File: src/rtl/alarm_sequencer_pkg.sv
// Shared types and default parameters for the vault alarm sequencer.
// Holds the 2-bit state encoding shown on the LCD debug display.
package alarm_sequencer_pkg;

  typedef enum logic [1:0] {
    IDLE     = 2'd0,
    QUALIFY  = 2'd1,
    ALARM    = 2'd2,
    SILENCED = 2'd3
  } state_t;

  localparam int ARM_DELAY_DEF  = 4;
  localparam int BLINK_HALF_DEF = 2;
  localparam int CNT_BITS_DEF   = 4;

  function automatic logic isAlarm(state_t s);
    return s == ALARM;
  endfunction

endpackage

File: src/rtl/alarm_sequencer_if.sv
// Groups the alarm inputs and indicator outputs of the sequencer.
// The slave side is the sequencer; the master side is its environment.
interface alarm_sequencer_if
  import alarm_sequencer_pkg::*;
#(
  parameter int CNT_BITS = CNT_BITS_DEF
);

  logic                alarm_in;
  logic                ack;
  logic                siren;
  logic                blink;
  logic [1:0]          state;
  logic [CNT_BITS-1:0] trip_count;

  modport slave (
    input  alarm_in,
    input  ack,
    output siren,
    output blink,
    output state,
    output trip_count
  );

  modport master (
    output alarm_in,
    output ack,
    input  siren,
    input  blink,
    input  state,
    input  trip_count
  );

endinterface

File: src/rtl/alarm_sequencer_blink_div.sv
// Blink phase generator: high for HALF cycles after enable, then low for HALF,
// repeating; the phase restarts whenever en drops.
module blink_div
  import alarm_sequencer_pkg::*;
#(
  parameter int HALF = BLINK_HALF_DEF
) (
  input  logic clk_2,
  input  logic reset,
  input  logic en,
  output logic out
);

  localparam logic [7:0] HALF_M1 = 8'(HALF - 1);

  logic [7:0] cnt_q;
  logic       phase_q;

  always_ff @(posedge clk_2) begin
    if (reset || !en) begin
      cnt_q   <= 8'd0;
      phase_q <= 1'b0;
    end else if (cnt_q == HALF_M1) begin
      cnt_q   <= 8'd0;
      phase_q <= ~phase_q;
    end else begin
      cnt_q <= cnt_q + 8'd1;
    end
  end

  // en comes from the state register, so this gate adds no input-to-output path
  assign out = en & ~phase_q;

endmodule

File: src/rtl/alarm_sequencer.sv
// Vault alarm sequencer: qualifies a raw alarm over ARM_DELAY samples, latches
// it until acknowledged, flashes an indicator and counts trips (saturating).
module alarm_sequencer
  import alarm_sequencer_pkg::*;
#(
  parameter int ARM_DELAY  = ARM_DELAY_DEF,
  parameter int BLINK_HALF = BLINK_HALF_DEF,
  parameter int CNT_BITS   = CNT_BITS_DEF
) (
  input  logic               clk_2,
  input  logic               reset,
  alarm_sequencer_if.slave   bus
);

  localparam logic [7:0]          ARM_D    = 8'(ARM_DELAY);
  localparam logic [CNT_BITS-1:0] TRIP_MAX = {CNT_BITS{1'b1}};

  state_t              state_q;
  logic [7:0]          qualCnt_q;
  logic [CNT_BITS-1:0] tripCount_q;
  logic [CNT_BITS-1:0] tripCount_d;
  logic                siren_q;
  logic                blinkOut;

  always_comb begin
    tripCount_d = tripCount_q;
    if (tripCount_q != TRIP_MAX) begin
      tripCount_d = tripCount_q + CNT_BITS'(1);
    end
  end

  always_ff @(posedge clk_2) begin
    if (reset) begin
      state_q     <= IDLE;
      qualCnt_q   <= 8'd0;
      tripCount_q <= '0;
      siren_q     <= 1'b0;
    end else begin
      siren_q <= 1'b0;
      case (state_q)
        IDLE: begin
          if (bus.alarm_in) begin
            if (ARM_D == 8'd1) begin
              state_q     <= ALARM;
              siren_q     <= 1'b1;
              tripCount_q <= tripCount_d;
            end else begin
              state_q   <= QUALIFY;
              qualCnt_q <= 8'd1;
            end
          end
        end
        QUALIFY: begin
          if (!bus.alarm_in) begin
            state_q   <= IDLE;
            qualCnt_q <= 8'd0;
          end else if (qualCnt_q + 8'd1 == ARM_D) begin
            state_q     <= ALARM;
            qualCnt_q   <= 8'd0;
            siren_q     <= 1'b1;
            tripCount_q <= tripCount_d;
          end else begin
            qualCnt_q <= qualCnt_q + 8'd1;
          end
        end
        ALARM: begin
          // Latched until a manager acknowledges; a still-active alarm is only silenced
          if (bus.ack) begin
            state_q <= bus.alarm_in ? SILENCED : IDLE;
          end else begin
            siren_q <= 1'b1;
          end
        end
        SILENCED: begin
          if (!bus.alarm_in) begin
            state_q <= IDLE;
          end
        end
        default: begin
          state_q <= IDLE;
        end
      endcase
    end
  end

  blink_div #(
    .HALF(BLINK_HALF)
  ) u_blink (
    .clk_2(clk_2),
    .reset(reset),
    .en   (isAlarm(state_q)),
    .out  (blinkOut)
  );

  assign bus.siren      = siren_q;
  assign bus.blink      = blinkOut;
  assign bus.state      = state_q;
  assign bus.trip_count = tripCount_q;

endmodule

File: src/flat_wrapper.sv
// flat-port wrapper written by rule: the top's interface ports become plain ports
module alarm_sequencer_flat import alarm_sequencer_pkg::*;
#(
  parameter int ARM_DELAY  = ARM_DELAY_DEF,
  parameter int BLINK_HALF = BLINK_HALF_DEF,
  parameter int CNT_BITS   = CNT_BITS_DEF
)
  (clk_2, reset, bus_alarm_in, bus_ack, bus_siren, bus_blink, bus_state, bus_trip_count);
  alarm_sequencer_if #(.CNT_BITS(CNT_BITS)) bus_i ();
  input  logic clk_2;
  input  logic reset;
  input wire logic [$bits(bus_i.alarm_in)-1:0] bus_alarm_in;
  input wire logic [$bits(bus_i.ack)-1:0] bus_ack;
  output wire logic [$bits(bus_i.siren)-1:0] bus_siren;
  output wire logic [$bits(bus_i.blink)-1:0] bus_blink;
  output wire logic [$bits(bus_i.state)-1:0] bus_state;
  output wire logic [$bits(bus_i.trip_count)-1:0] bus_trip_count;
  assign bus_i.alarm_in = bus_alarm_in;
  assign bus_i.ack = bus_ack;
  assign bus_siren = bus_i.siren;
  assign bus_blink = bus_i.blink;
  assign bus_state = bus_i.state;
  assign bus_trip_count = bus_i.trip_count;
  alarm_sequencer #(.ARM_DELAY(ARM_DELAY), .BLINK_HALF(BLINK_HALF), .CNT_BITS(CNT_BITS)) u_core (.clk_2(clk_2), .reset(reset), .bus(bus_i));
endmodule
File: config.mk
export PLATFORM = sky130hd
export DESIGN_NAME = alarm_sequencer_flat
export DESIGN_NICKNAME = d
export VERILOG_FILES = /design/src/rtl/alarm_sequencer_pkg.sv /design/src/rtl/alarm_sequencer_if.sv /design/src/rtl/alarm_sequencer_blink_div.sv /design/src/rtl/alarm_sequencer.sv /design/src/flat_wrapper.sv
export SDC_FILE = /design/constraint.sdc
export NUM_CORES = 1
export LEC_CHECK = 0
export ABC_AREA = 1
export BUFFER_PORTS_ARGS = -buffer_cell sky130_fd_sc_hd__buf_2
export CELL_PAD_IN_SITES_DETAIL_PLACEMENT = 1
export CELL_PAD_IN_SITES_GLOBAL_PLACEMENT = 2
export CORE_ASPECT_RATIO = 1.75
export CORE_UTILIZATION = 35
export CTS_BUF_LIST = sky130_fd_sc_hd__clkbuf_8 sky130_fd_sc_hd__clkbuf_16
export CTS_CLUSTER_SIZE = 30
export DETAILED_ROUTE_END_ITERATION = 10
export GPL_TIMING_DRIVEN = 0
export PLACE_DENSITY_LB_ADDON = 0.1
export SYNTH_ARGS = -nofsm -noshare
export SYNTH_HDL_FRONTEND = slang
export SYNTH_SLANG_ARGS = --single-unit
File: constraint.sdc
create_clock -name clk_2 -period 3.5 [get_ports clk_2]
set_input_delay 0.875 -clock clk_2 [delete_from_list [all_inputs] [get_ports clk_2]]
set_output_delay 0.875 -clock clk_2 [all_outputs]
set_load 0.01 [all_outputs]
=== Yosys cells after proc, flatten, opt, wreduce, memory -nomap -nowiden ===
Index checks and enable logic that the tools add are counted.

* $add $sub $neg: 3
* Eq/ne operators: 10
* Multiplexer cells: 15
* Bitwise logic cells: 2
* Reductions and logical operators: 8

{| class="wikitable"
|+ Operator list
! operator !! count
|-
| 8-bit 2-to-1 mux || 3
|-
| 8-bit by 1-bit adder with 8-bit output (second input constant) || 2
|-
| 8-bit one-hot mux with 2 select lines || 1
|-
| 2-bit 2-to-1 mux || 6
|-
| 8-bit by 1-bit == test with 1-bit output (second input constant) || 1
|-
| 8-bit by 3-bit == test with 1-bit output (second input constant) || 1
|-
| 2-bit one-hot mux with 4 select lines || 1
|-
| 4-bit AND reduction || 2
|-
| 2-bit != test (second input constant) || 3
|-
| 4-bit by 1-bit adder with 4-bit output (second input constant) || 1
|-
| 2-bit == test (second input constant) || 2
|-
| 4-bit != test (second input constant) || 1
|-
| 1-bit 2-to-1 mux || 3
|-
| 3-bit by 2-bit != test with 1-bit output (second input constant) || 1
|-
| 2-bit by 1-bit == test with 1-bit output (second input constant) || 1
|-
| 2-bit logical NOT || 1
|-
| 1-bit one-hot mux with 2 select lines || 1
|-
| 2-bit AND reduction || 1
|-
| 2-bit nonzero test || 1
|-
| 2-bit OR reduction || 1
|-
| 1-bit bitwise AND || 1
|-
| 1-bit logical NOT || 1
|-
| 1-bit logical OR || 1
|-
| 1-bit NOT || 1
|}

* Register bits: 24
* Input port bits: 4
* Output and inout port bits: 8
* Word-level logic and storage cells: 44

=== Longest topological paths before layout ===
Gate-level depths: netlist of the first run.

* Depth in word-level cells: 5
* Gate-level depth with buffers: 13
* Depth with buffers taken out: 13

=== By module ===
From an unflattened synthesis of the first run, not the netlist that was laid out.

* Cell total of the unflattened synthesis: 210
* Area total of the unflattened synthesis: 1472.7 um^2

{| class="wikitable"
|+ Modules (own cells, without submodules)
! module !! times used !! cells each !! area each (um^2) !! sequential area each (um^2)
|-
| alarm_sequencer || 1 || 133 || 948.4 || 300.3
|-
| blink_div || 1 || 77 || 524.3 || 180.2
|}

=== Least setup slack after synthesis of the first run ===
No wires, ideal clock.

* Kind: reg2out
* Start: reg u_core.state_q[0], in the netlist u_core.bus.state[0]
* End: out bus_blink
* Arrival time: 0.853 ns
* Data required time: 2.625 ns
* Path slack: 1.772 ns
* Stages on the path, launching flop included: 5
* Buffers on the path: 0
* Cells stage by stage: dfxtp_1 > inv_1 > ha_1 > inv_1 > nor2_1

* Cells in the longest elaborated chain, start to end: 2

{| class="wikitable"
|+ RTL lines
! item !! line !! text
|-
| start: declaration || alarm_sequencer.sv:18 || <nowiki>state_t state_q;</nowiki>
|-
| start signal: assignment || alarm_sequencer.sv:69 || <nowiki>state_q <= bus.alarm_in ? SILENCED : IDLE;</nowiki>
|-
| 2-bit == test || alarm_sequencer_pkg.sv:17 || <nowiki>return s == ALARM;</nowiki>
|-
| 1-bit bitwise AND || alarm_sequencer_blink_div.sv:32 || <nowiki>assign out = en & ~phase_q;</nowiki>
|-
| end: declaration || flat_wrapper.sv:15 || <nowiki>output wire logic [$bits(bus_i.blink)-1:0] bus_blink;</nowiki>
|}

Every way passes these cells.

=== Worst setup path in the final report of the first run ===
Same ends and word-level chain as after synthesis.

==> results of run 1 <==
[layout make-up]
type	instances	area, sq um	share of cell area, %
multi-input combinational	142	755.7	50.00
sequential	24	480.5	31.79
inverter	28	105.1	6.954
tap	46	57.56	3.808
clock buffer	4	55.05	3.642
timing repair buffer	10	50.05	3.311
buffer	1	7.507	0.4967
[routing by layer]
| layer | routed length (um) | track usage [%] | vias up |
|---|---|---|---|
| met3 | 54 | 2.550 | 5 |
| met5 | 0 | 0 | - |
| met2 | 2052 | 38.26 | 10 |
| li1 | - | - | 644 |
| met1 | 1115 | 16.39 | 583 |
| met4 | 58 | 8.556 | 0 |
[state kept, by name (all words and copies together), names as in the netlist]
name and count:
u_core.bus.trip_count 4, u_core.u_blink.cnt_q 8, u_core.bus.siren 1, u_core.u_blink.phase_q 1, u_core.qualCnt_q 8, u_core.bus.state 2
[worst max-delay path: stages, from the launching register on]
cell,delay (ns)
dfxtp_1,0.39
inv_1,0.10
ha_1,0.26
inv_1,0.08
nor2_1,0.04
buf_2,0.13
[placed cells by master, fill, tap and decap left out, drive strengths merged]
cell type | Yosys | routed
xnor2 | 1 | 1
nor4 | 1 | 1
nand3 | 11 | 11
ha | 8 | 8
or2 | 1 | 1
xor2 | 2 | 2
nor2 | 24 | 24
dfxtp | 24 | 24
nand3b | 2 | 2
a31oi | 1 | 1
nor3b | 3 | 3
nand2 | 57 | 57
a21oi | 19 | 19
clkbuf | 0 | 4
nor3 | 2 | 2
o21a | 1 | 1
buf | 1 | 11
inv | 28 | 28
o21ai | 4 | 4
o211ai | 1 | 1
nand4 | 4 | 4
[logic make-up (layout without fill, tap and decap cells)]
| family | after synthesis | after routing |
|---|---|---|
| buf+inv | 29 | 43 |
| xor+xnor | 3 | 3 |
| flops | 24 | 24 |
| simple gates | 105 | 105 |
| fa+ha+maj | 8 | 8 |
| compound gates | 26 | 26 |
[metrics by stage]
step	worst slack [ns]	instance area, sq um	std cells	utilization [%]
after detailed placement	1.465	1456	251	39.74
after global placement	1.500	1456	251	39.74
after global routing	1.232	1511	255	41.24
final	1.363	1511	255	41.24
after floorplan	1.772	1349	195	-
after CTS	1.329	1511	255	41.24
[power by group]
| part | leakage, nW | switching, mW | internal [mW] |
|---|---|---|---|
| Sequential | 0.194 | 0.0236 | 0.295 |
| Clock | 0.0288 | 0.0897 | 0.100 |
| Combinational | 0.421 | 0.168 | 0.0833 |
[worst min-delay path by stage]
stage               slack (ns)                 endpoint  cells after the start                     from
floorplan                 0.43  u_core.u_blink.cnt_q[0]                      1  u_core.u_blink.cnt_q[0]
global placement          0.45  u_core.u_blink.cnt_q[0]                      1  u_core.u_blink.cnt_q[0]
detailed placement        0.46  u_core.u_blink.cnt_q[0]                      1  u_core.u_blink.cnt_q[0]
CTS                       0.48  u_core.u_blink.cnt_q[0]                      1  u_core.u_blink.cnt_q[0]
global route              0.50  u_core.u_blink.cnt_q[0]                      1  u_core.u_blink.cnt_q[0]
finish                    0.47  u_core.u_blink.cnt_q[0]                      1  u_core.u_blink.cnt_q[0]
==> results.toml, run 1 <==
[outcome]
status = "finished clean"

[routing]
drt-total-wl_mm = 3.281
wl_per_cell_um = 12.87
drc = 0
drtIter0Drc = 8
ant_nets = 0
first_pass_iters = 4
num_vias = 1242
viasPerCell = 4.871

[sta]
tightest_slew_ns = 0.5776
period_share_pct = 61.07
setup-tns-final_ns = 0
fin_hold_ws_ns = 0.4737
fmax_mhz = 467.9
fin_crit_ns = 2.137
rsz0062_at_grt = "false"
skew_ns = 0.003927
slew_viol_final = 0
finalHoldViolations = 0
setup_viol_count_final = 0
relSlewSlack_pct = 61.23

[cells_and_area]
fillCellCount = 497
antennaDiodeCount = 0
drive_gt1_share_pct = 12.92
area_growth_pct = 12.06
fin_nets = 222

[die]
io_pins = 12
die_w_um = 48.93
design.die.area_sq_um = 4116
start_util_pct = 36.80
std_cell_rows = 29
die_h_um = 84.12
core_sq_um = 3665

[yosys]
synthArstFlopShare_pct = 0
synth_edf_count = 0
ys_ff_latch = 24
synth_top_family_by_area = "simple AND/OR/NAND/NOR gates"
netlist_area_sq_um = 1349
synth_area_leader_cell = "dfxtp_1"
postSynthAreaPerCell_sq_um = 6.917
synth-xor-area-share_pct = 1.948
synth_ff_type = "dfxtp_1"
yosysWarningCount = 0
yosys.area_share.simple_pct = 36.27
synth_cell_type_count = 26
synth_compound_area_share_pct = 10.39
ys_seq_area_share_pct = 35.62
synth.net_count = 207
synth_mux_area_share_pct = 0
synth_top_cell_area_share_pct = 35.62
synth_adder_area_share_pct = 7.421
synth_common_cells = "nand2_1 (51), inv_1 (28), dfxtp_1 (24)"
synthCells = 195
yosys.cell_count.top_type = "nand2_1"
netlist_top_cells_area = "dfxtp_1 (36%), nand2_1 (14%), inv_1 (7.8%)"

[critical_path]
worst-endpoint-required_ns = 2.62
reg2reg_to = "u_core.qualCnt_q[0]"
path_class = "reg2out"
end_kind = "output port"
worstPathMaxFanout = 4
crit_start = "u_core.bus.state[0]"
endpoint = "bus_blink"
reg2reg_depth = 6
r2r_slack_ns = 1.77
cp-start-kind = "flip-flop"
r2r_start = "u_core.bus.state[1]"
critPathArrivalTime_ns = 1.26

[grt]
grt_usage_pct = 18.44
first_global_vias = 1345
grt_start_max_net_pins = 14
grt_pass1_wl_mm = 5.899
grt_overflow = 0
antenna_found_initial = 0

[clocking]
cts_max_level = 1
clk-insertion-delay-late_ns = 0.27
cts_tree = "yes"
clkSinkCount = 24
cts_resized = 0
root_buffer = "clkbuf_8"
clockBufferDepth = 2
clk_pin_slew_ns = 0.09
cts_made_buffers = 3
post_cts_buffers = 0
hold_buffers = 0

[placement]
place_congestion = 0.7680
io_buffers = 10
place_hpwl_mm = 2.746

[power]
leakage_nw = 0.6440
power_density_nw_per_um2 = 503.0
peakVddDrop_mv = 0.2735
finalPower_mw = 0.7602

[hold_path]
min_path_type = "reg2reg"

[job]
maxCapViolations = 0
Power figures use the tool's default switching activity.
==> run 2: changes to the inputs <==
- CORE_UTILIZATION: 35 -> 29
- clock period: 3.5 -> 1.9 ns (I/O delays scaled with it)
==> results.toml, run 2 (same netlist as run 1, synthesis figures left out) <==
[placement]
place_area_sq_um = 1463
dp_cells = 256
place_congestion = 0.6582
place_hpwl_mm = 2.762
dpl_worst_slack_ns = 0.07980
io_buffers = 10

[routing]
drt-total-wl_mm = 3.334
ant_nets = 0
wl_per_cell_um = 12.82
num_vias = 1273
drc = 0
drtIter0Drc = 10
viasPerCell = 4.896
first_pass_iters = 4

[die]
std_cell_rows = 32
core_sq_um = 4444
io_pins = 12
die_w_um = 53.56
start_util_pct = 30.35
die_h_um = 92.22
design.die.area_sq_um = 4939

[clocking]
cts_made_buffers = 3
clockBufferDepth = 2
cts_max_level = 1
hold_buffers = 0
clk_pin_slew_ns = 0.09
cts_tree = "yes"
root_buffer = "clkbuf_8"
clk-insertion-delay-late_ns = 0.26
clkSinkCount = 24

[sta]
tightest_slew_ns = 0.3623
finalHoldViolations = 0
relSlewSlack_pct = 75.85
setup_viol_count_final = 0
slew_viol_final = 0
fmax_mhz = 577.3
skew_ns = 0.003234
period_share_pct = 91.17
setup-tns-final_ns = 0
fin_crit_ns = 1.732
rsz0062_at_grt = "false"
fin_ws_ns = 0.1678

[critical_path]
cp-start-kind = "flip-flop"
crit_path_frequent_cell = "nand2_1"
cp_slowest_stage_delay_ns = 0.38
crit_slowest_cell = "dfxtp_1"
r2r_start = "u_core.qualCnt_q[0]"
path_class = "reg2reg"
crit_start = "u_core.qualCnt_q[0]"
critical_path.cell_chain = "ha_1 -> nand3_1 -> nor2_2 -> nand2_1 -> nand2_1 -> nand2_1 -> nor2_1 -> nand3_2 -> nand2_1 -> a21oi_2"
worst-endpoint-required_ns = 2.06
end_kind = "flip-flop"
worst-path-buf-inv = 0
path_delay_family = "simple AND/OR/NAND/NOR gates"
critPathArrivalTime_ns = 1.90
worstPathMaxFanout = 4

[cells_and_area]
antennaDiodeCount = 0
stdcell_area_sq_um = 1545
fillCellCount = 596
layout_common_cells = "nand2_1 (51), inv_1 (28), dfxtp_1 (24), nor2_1 (19), a21oi_1 (18)"
fin_nets = 222
area_growth_pct = 14.56
ff_latch_area_sq_um = 480.5
final_cells = 260
layout_commonest_cell = "nand2_1"
multiInputGateArea_sq_um = 767.0
drive_gt1_share_pct = 14.35

[grt]
first_global_vias = 1285
grt_start_max_net_pins = 15
grt_overflow = 0
antenna_found_initial = 0
grt_usage_pct = 15.13
grt_pass1_wl_mm = 5.540

[power]
leakage_nw = 0.6522
power_density_nw_per_um2 = 974.8
peakVddDrop_mv = 0.3654

[hold_path]
hp-start = "reset"
min_path_type = "in2reg"

[outcome]
status = "finished clean"

[job]
maxCapViolations = 0
==> run 2: power breakdown <==
part           switching (mW)  total (mW)  internal (mW)
Sequential             0.0440       0.588          0.544
Clock                   0.168       0.450          0.281
Combinational           0.310       0.468          0.158
==> run 2: final cells by class <==
class | count | area share (%)
clock buffers | 3 | 2.672
plain buffers | 1 | 0.4858
multi-input cells | 142 | 49.64
flip-flops and latches | 24 | 31.09
inverters | 28 | 6.802
repair buffers | 10 | 3.239
well taps | 51 | 4.130
clock inverters | 1 | 1.943
==> run 2: repair_timing <==
action	4_1_cts	5_1_grt
setup endpoints to repair	0	5
gates resized for setup	0	3
setup buffers	0	0
==> run 2: path summary, 6_finish.rpt <==
check / cells after the start / slack, ns / to
setup / recovery: 10 / 0.17 / u_core.bus.trip_count[2]
setup reg to reg: 10 / 0.17 / u_core.bus.trip_count[2]
hold reg to reg: 1 / 0.48 / u_core.u_blink.cnt_q[0]
hold / removal: 2 / 0.44 / u_core.bus.trip_count[2]
==> run 2: worst reg2reg max path: stages, from the launching register on <==
cell and delay, ns:
dfxtp_1 0.38, ha_1 0.24, nand3_1 0.16, nor2_2 0.15, nand2_1 0.07, nand2_1 0.07, nand2_1 0.06, nor2_1 0.21
nand3_2 0.14, nand2_1 0.11, a21oi_2 0.05
==> run 2: per-stage QoR <==
| step | utilization [%] | hold slack [ns] | total power, mW |
|---|---|---|---|
| floorplan | - | 0.4334 | 0.9248 |
| global placement | 32.91 | 0.4483 | 1.051 |
| detailed placement | 32.91 | 0.4666 | 1.067 |
| CTS | 34.52 | 0.4347 | 1.537 |
| global route | 34.77 | 0.4494 | 1.621 |
| finish | 34.77 | 0.4437 | 1.506 |
==> run 2: layer usage <==
metal | vias up | wire [um] | global-route usage [%]
met2 | 2 | 2084 | 31.35
met5 | - | 0 | 0
met1 | 622 | 1191 | 13.45
met4 | 0 | 34 | 4.605
li1 | 647 | - | -
met3 | 2 | 23 | 1.990
==> run 3: changes to the inputs <==
- CORE_MARGIN: default -> 3
==> results.toml, run 3 (same netlist as run 1, synthesis figures left out) <==
[power]
power_density_nw_per_um2 = 977.7
leakage_nw = 0.6516
finalPower_mw = 1.508
peakVddDrop_mv = 0.3916

[clocking]
cts_tree = "yes"
clk-insertion-delay-late_ns = 0.26
clockBufferDepth = 2
hold_buffers = 0
clkSinkCount = 24
cts_max_level = 1
root_buffer = "clkbuf_8"
clk_pin_slew_ns = 0.09
cts_made_buffers = 3

[critical_path]
worstPathMaxFanout = 4
path_delay_family = "flip-flops"
end_kind = "output port"
path_class = "reg2out"
worst-path-buf-inv = 3
crit_path_frequent_cell = "inv_1"
cp_slowest_stage_delay_ns = 0.40
reg2reg_depth = 7
r2r_start = "u_core.qualCnt_q[0]"
r2r_slack_ns = 0.22
reg2reg_to = "u_core.bus.trip_count[2]"
critical_path.cell_chain = "inv_1 -> ha_1 -> inv_1 -> nor2_1 -> buf_2"
cp-start-kind = "flip-flop"
worst-endpoint-required_ns = 1.42
crit_slowest_cell = "dfxtp_1"
critPathArrivalTime_ns = 1.27

[grt]
grt_pass1_wl_mm = 5.968
grt_usage_pct = 13.80
grt_overflow = 0
first_global_vias = 1420
antenna_found_initial = 0
grt_start_max_net_pins = 15

[die]
start_util_pct = 30.35
design.die.area_sq_um = 5538
die_w_um = 57.56
std_cell_rows = 32
core_sq_um = 4444
die_h_um = 96.22
io_pins = 12

[sta]
tightest_slew_ns = 0.3715
fin_crit_ns = 1.742
rsz0062_at_grt = "false"
setup-tns-final_ns = 0
slew_viol_final = 0
relSlewSlack_pct = 75.23
setup_viol_count_final = 0
fin_hold_ws_ns = 0.4476
finalHoldViolations = 0
period_share_pct = 91.69
fmax_mhz = 574.0
skew_ns = 0.003490

[cells_and_area]
fillCellCount = 589
stdcell_area_sq_um = 1543
drive_gt1_share_pct = 14.35
layout_commonest_cell = "nand2_1"
final_core_utilization_pct = 34.71
fin_nets = 222
antennaDiodeCount = 0
ff_latch_area_sq_um = 480.5
area_growth_pct = 14.38
layout_common_cells = "nand2_1 (51), inv_1 (28), dfxtp_1 (24), nor2_1 (18), a21oi_1 (18)"
multiInputGateArea_sq_um = 764.5

[routing]
num_vias = 1265
ant_nets = 0
drt-total-wl_mm = 3.365
drc = 0
viasPerCell = 4.865
first_pass_iters = 4
wl_per_cell_um = 12.94
drtIter0Drc = 39

[hold_path]
hp-start = "reset"
holdPathStages = 2
min_to = "u_core.bus.trip_count[2]"
min_path_type = "in2reg"

[placement]
place_hpwl_mm = 2.786
place_area_sq_um = 1463
place_congestion = 0.7297
io_buffers = 10

[job]
maxCapViolations = 0

[outcome]
status = "finished clean"
==> run 3: worst max-delay path by stage <==
stage / startpoint / to / depth (start not counted)
finish: u_core.bus.state[0] / bus_blink / 5
global route: u_core.qualCnt_q[0] / u_core.bus.trip_count[2] / 10
CTS: u_core.qualCnt_q[0] / u_core.bus.trip_count[2] / 10
detailed placement: u_core.qualCnt_q[0] / u_core.bus.trip_count[2] / 10
global placement: u_core.qualCnt_q[0] / u_core.bus.trip_count[2] / 10
floorplan: u_core.bus.state[0] / u_core.bus.state[0] / 9
==> run 3: area by class of cell <==
type                            instances  share of cell area, %
Multi-Input combinational cell        142                  49.55
Inverter                               28                  6.813
Clock inverter                          1                  1.946
Timing Repair Buffer                   10                  3.244
Sequential cell                        24                  31.14
Tap cell                               51                  4.136
Clock buffer                            3                  2.676
Buffer                                  1                 0.4866
==> run 3: metal layers <==
| layer | part of all wire, % | vias to the layer above | global-route usage (%) |
|---|---|---|---|
| met5 | 0 | - | 0 |
| met4 | 2.6 | 0 | 6.963 |
| met3 | 1.3 | 8 | 2.148 |
| met2 | 62 | 10 | 29.06 |
| met1 | 34 | 600 | 11.68 |
| li1 | - | 647 | - |
==> run 3: worst register-to-register path: stages, from the launching register on <==
cell      delay (ns)
dfxtp_1         0.39
ha_1            0.24
nand4_1         0.23
nand3b_1        0.24
nor2_2          0.16
nand3_1         0.15
nand2_1         0.13
a21oi_2         0.05
==> run 3: repair_timing <==
item | in CTS | in global routing
buffers inserted | 0 | 0
setup endpoints to repair | 0 | 5
gates resized for setup | 0 | 3
==> run 3: through the flow <==
step           setup slack (ns)  cells
4_1_cts                  0.1171    260
3_3_place_gp             0.1856    256
5_1_grt                 0.04831    260
2_1_floorplan            0.4611    195
6_report                 0.1578    260
3_5_place_dp             0.1307    256
==> run 3: power breakdown <==
part | switching [mW] | leakage (nW) | internal [mW]
Sequential | 0.0442 | 0.194 | 0.544
Clock | 0.167 | 0.0357 | 0.281
Combinational | 0.312 | 0.422 | 0.159
